--- config.mk ---
export PLATFORM = sky130hd
export DESIGN_NAME = id_ex_stage
export DESIGN_NICKNAME = d
export VERILOG_FILES = /design/src/rtl/id_ex_stage.sv
export SDC_FILE = /design/constraint.sdc
export NUM_CORES = 1
export LEC_CHECK = 0
export CAP_MARGIN = 10
export CORE_MARGIN = 3
export CORE_UTILIZATION = 43
export DETAILED_ROUTE_END_ITERATION = 8
export PLACE_DENSITY = 0.89
export SYNTH_ARGS = -nofsm -noshare
export SYNTH_HDL_FRONTEND = slang
export SYNTH_SLANG_ARGS = --single-unit
export TNS_END_PERCENT = 50
--- constraint.sdc ---
create_clock -name clk -period 2.7 [get_ports clk]
set_input_delay 0.54 -clock clk [delete_from_list [all_inputs] [get_ports clk]]
set_output_delay 0.54 -clock clk [all_outputs]
set_load 0.03 [all_outputs]
--- src/rtl/id_ex_stage.sv ---
// ID/EX operand-issue stage: one held instruction, RAW hazard stall, optional EX/MEM + MEM/WB bypass (ID_EX_FORWARDING_EN).
// Capture-to-out_valid is 1 cycle; entry and outputs hold while ex_ready is low; flush drops the entry.
package rv32i_types;
  typedef enum logic [3:0] {
    alu_add  = 4'd0,
    alu_sub  = 4'd1,
    alu_sll  = 4'd2,
    alu_slt  = 4'd3,
    alu_sltu = 4'd4,
    alu_xor  = 4'd5,
    alu_srl  = 4'd6,
    alu_sra  = 4'd7,
    alu_or   = 4'd8,
    alu_and  = 4'd9
  } alu_ops;
endpackage

module id_ex_stage
  import rv32i_types::*;
(
  input  logic        clk,
  input  logic        rst_n,
  input  logic        in_valid,
  output logic        in_ready,
  input  alu_ops      in_aluop,
  input  logic [4:0]  in_rs1,
  input  logic [4:0]  in_rs2,
  input  logic [31:0] in_rs1_data,
  input  logic [31:0] in_rs2_data,
  input  logic [31:0] in_imm,
  input  logic        in_use_imm,
  input  logic [4:0]  in_rd,
  input  logic        in_is_load,
  input  logic [31:0] in_pc,
  input  logic        flush,
  input  logic        ex_ready,
  input  logic        exmem_valid,
  input  logic        exmem_is_load,
  input  logic [4:0]  exmem_rd,
  input  logic [31:0] exmem_result,
  input  logic        memwb_valid,
  input  logic [4:0]  memwb_rd,
  input  logic [31:0] memwb_result,
  output logic        out_valid,
  output alu_ops      out_aluop,
  output logic [31:0] out_a,
  output logic [31:0] out_b,
  output logic [4:0]  out_rd,
  output logic        out_is_load,
  output logic [31:0] out_pc
);

  typedef struct packed {
    alu_ops      aluop;
    logic [4:0]  rs1;
    logic [4:0]  rs2;
    logic [31:0] rs1_data;
    logic [31:0] rs2_data;
    logic [31:0] imm;
    logic        use_imm;
    logic [4:0]  rd;
    logic        is_load;
    logic [31:0] pc;
  } entry_t;

  entry_t      ent;
  entry_t      ent_in;
  logic        held_valid;
  logic        ex_hit1, ex_hit2, wb_hit1, wb_hit2;
  logic        hazard;
  logic        capture;
  logic        handshake;
  logic [31:0] src1, src2;

  always_comb begin
    ent_in          = '0;
    ent_in.aluop    = in_aluop;
    ent_in.rs1      = in_rs1;
    ent_in.rs2      = in_rs2;
    ent_in.rs1_data = in_rs1_data;
    ent_in.rs2_data = in_rs2_data;
    ent_in.imm      = in_imm;
    ent_in.use_imm  = in_use_imm;
    ent_in.rd       = in_rd;
    ent_in.is_load  = in_is_load;
    ent_in.pc       = in_pc;
  end

  // x0 never matches: it is both the hardwired zero and the "no source" marker.
  assign ex_hit1 = exmem_valid && (exmem_rd == ent.rs1) && (ent.rs1 != 5'd0);
  assign ex_hit2 = exmem_valid && (exmem_rd == ent.rs2) && (ent.rs2 != 5'd0);
  assign wb_hit1 = memwb_valid && (memwb_rd == ent.rs1) && (ent.rs1 != 5'd0);
  assign wb_hit2 = memwb_valid && (memwb_rd == ent.rs2) && (ent.rs2 != 5'd0);

`ifdef ID_EX_FORWARDING_EN
  // Only a load still in EX/MEM has no value yet; everything else is bypassed.
  assign hazard = exmem_is_load && (ex_hit1 || (!ent.use_imm && ex_hit2));
  assign src1   = ex_hit1 ? exmem_result : (wb_hit1 ? memwb_result : ent.rs1_data);
  assign src2   = ex_hit2 ? exmem_result : (wb_hit2 ? memwb_result : ent.rs2_data);
`else
  logic unused_fwd;
  assign unused_fwd = ^{exmem_is_load, exmem_result};
  assign hazard = ex_hit1 || wb_hit1 || (!ent.use_imm && (ex_hit2 || wb_hit2));
  assign src1   = ent.rs1_data;
  assign src2   = ent.rs2_data;
`endif

  assign out_valid = held_valid && !hazard;
  assign in_ready  = !held_valid || (ex_ready && out_valid);
  assign handshake = out_valid && ex_ready;
  assign capture   = in_valid && in_ready && !flush;

  always_ff @(posedge clk) begin
    if (!rst_n) begin
      held_valid <= 1'b0;
      ent        <= '0;
    end else begin
      if (flush)
        held_valid <= 1'b0;
      else if (capture)
        held_valid <= 1'b1;
      else if (handshake)
        held_valid <= 1'b0;

      // Snoop the regfile write so a held operand survives its producer retiring.
      if (capture) begin
        ent <= ent_in;
      end else if (held_valid) begin
        if (wb_hit1) ent.rs1_data <= memwb_result;
        if (wb_hit2) ent.rs2_data <= memwb_result;
      end
    end
  end

  assign out_aluop   = ent.aluop;
  assign out_a       = src1;
  assign out_b       = ent.use_imm ? ent.imm : src2;
  assign out_rd      = ent.rd;
  assign out_is_load = ent.is_load;
  assign out_pc      = ent.pc;

endmodule

==> metrics.cfg <==
[status]
status = finished with violations
violations = negative setup slack

[clocking]
clockBufferDepth = 2
cts.sinks = 150
numCtsBuffers = 17
cts-htree-levels = 4
clock_latency_ns = 0.42
cts.clk_slew.worst_paths_ns = 0.06
clockRootBuffer = clkbuf_16
ctsHoldBuffers = 0
cts_tree = yes

[power]
irDropWorstVdd_v = 0.000455
swShare_pct = 28.5
intPower_uw = 4470
seq_power_share_pct = 39.3
powerDensity_nw_per_um2 = 533
p_leak_uw = 0.00503
p_clk_share_pct = 36.9
pwr-share-comb_pct = 23.8
power_switching_uw = 1780

[timing]
hold_viol = 0
fin_skew_ns = 0.00841
rsz0062_at_grt = yes
fmax_mhz = 362
min_period_over_period_pct = 102
setup_viol = 2
layout_min_cycle_time_ns = 2.76
maxSlewHeadroom_pct = 68.1
fin_ws_ns = -0.0635
worstMarginPinSlew_ns = 0.479
whs_ns = 0.456
tns_ns = -0.0689
slew_viol_final = 0

[yosys]
synth_cell_type_count = 26
synthCells = 877
syn_nets = 1108
netlist_area_um2 = 7890
ys_ff_latch = 150
ys_warn_count = 0
syn_avg_cell_area_um2 = 9.00
ys_seq_area_share_pct = 38.0

[placement]
place_area_um2 = 10900
io_buffers = 305
globalplace.congestion = 0.936
hpwl_um = 16900
pre_cts_slack_ns = -0.772

[run]
cap_violations = 0

[floorplanning]
die_w_um = 141
ioPinCount = 339
die_h_um = 141
initial_utilization_pct = 44.7
core_region_area_um2 = 17700
dieArea_um2 = 20000
rows = 48

[layout]
final_layout_size_suffix_gt1_share_pct = 19.0
fillers = 1353
fin_area_um2 = 11700
layout_common_cells = 300 x nand2_1, 293 x clkdlybuf4s50_1, 147 x mux2i_1
nets = 1362
regArea_um2 = 3020
synthToLayoutAreaGrowth_pct = 48.5
layout_commonest_cell = nand2_1
final_core_util_pct = 66.4
diodes = 0
multi_input_area_um2 = 4150

[drt]
drc = 0
drt_wl_total_um = 23100
dr.pass1.iters = 5
wl_per_cell_um = 16.9
dr.max_layer_used = met4
ant_nets = 0
wl_met3_um = 1820
wl_met2_um = 11400
drtIter0Drc = 217
drt-met1-wl_um = 9170
num_vias = 6773
viasPerCell = 4.95

[critical_path]
required_ns = 2.16
worst_ep_arrival_time_ns = 2.22
cp-end-kind = primary output
path_max_fanout = 2
worstSetupPathType = flop to primary output
critPathLaunchType = flop

[grt]
antenna_found_initial = 0
grt_pass1_wl_um = 35800
grt_max_degree = 77
grt_overflow_total = 0
grt_pass1_vias = 7123
grt.total_usage_pct = 22.3

[hold_path]
hp-class = flop to flop

-- timing repair --
action / 4_1_cts / 5_1_grt
gates resized for setup: 40 / 10
pin swaps: 13 / 3
setup buffers: 16 / 2
setup endpoints to repair: 2 / 5
-- synthesized netlist by cell type (all sizes together) --
master | count | area share [%]
or4 | 2 | 0.19
buf | 93 | 8.8
nor3 | 2 | 0.13
inv | 3 | 0.14
mux2 | 96 | 14
o211a | 1 | 0.13
xor2 | 6 | 0.67
clkbuf | 40 | 1.9
o21a | 1 | 0.095
xnor2 | 14 | 1.6
or3 | 2 | 0.16
nor2 | 3 | 0.17
nand4 | 3 | 0.24
o21ai | 2 | 0.13
mux2i | 149 | 19
and3 | 1 | 0.079
a211oi | 1 | 0.095
dfxtp | 150 | 38
a211o | 1 | 0.11
nand3 | 3 | 0.19
nor4 | 3 | 0.24
nand2 | 300 | 14
a31oi | 1 | 0.079
-- metal layers --
metal  vias to the layer above  global-route usage [%]
met3                        55                    7.79
met1                      3138                    24.7
met2                       254                    39.4
met5                         -                       0
met4                         0                    8.59
li1                       3326                       -
-- state kept, by name, summed over array words and instances (netlist names) --
signal / cells
ent: 43
held_valid: 1
out_a: 32
out_aluop: 4
out_is_load: 1
out_pc: 32
out_rd: 5
src2: 32
-- logic make-up after synthesis --
logic type | Yosys count | synth area share [%]
and+or+nand+nor | 319 | 15.7
muxes | 245 | 32.6
DFF | 150 | 38.0
buffers and inverters | 136 | 10.8
xor gates and xnor gates | 20 | 2.22
AOI/OAI and AO/OA | 7 | 0.634
-- power by group through the flow --
stage	sequential (uW)	clock, uW	combinational, uW
after floorplan	2470	0	867
after global placement	2490	0	1420
after detailed placement	2500	0	1440
after CTS	2450	2350	1480
after global routing	2470	2440	1580
final	2450	2300	1490
-- worst max-delay path: stages (launching register included) --
cell and delay [ns]:
dfxtp_4 0.35, buf_6 0.13, xor2_1 0.17, nor4_2 0.30
nand3_1 0.14, a211o_1 0.32, a31oi_2 0.19, inv_1 0.08
buf_6 0.14
-- cell type report --
class,count,area share (%)
Clock buffer,20,3.81
Clock inverter,12,1.00
Inverter,3,0.0961
Multi-Input combinational cell,591,35.4
Sequential cell,150,25.7
Tap cell,225,2.40
Timing Repair Buffer,368,31.5
-- final timing paths --
check | from | end | slack [ns] | cells past startpoint
max reg2reg | ent[142] | held_valid | 0 | 14
min reg2reg | out_rd[1] | out_rd[1] | 0.46 | 2
max | ent[138] | in_ready | -0.06 | 8
min | out_rd[1] | out_rd[1] | 0.46 | 2
-- metrics by stage --
stage	std cells	power [uW]
2_1_floorplan	877	3340
3_3_place_gp	1323	3910
3_5_place_dp	1323	3940
4_1_cts	1367	6280
5_1_grt	1369	6490
6_report	1369	6240
Note: power is estimated with default switching activity, not from simulation.
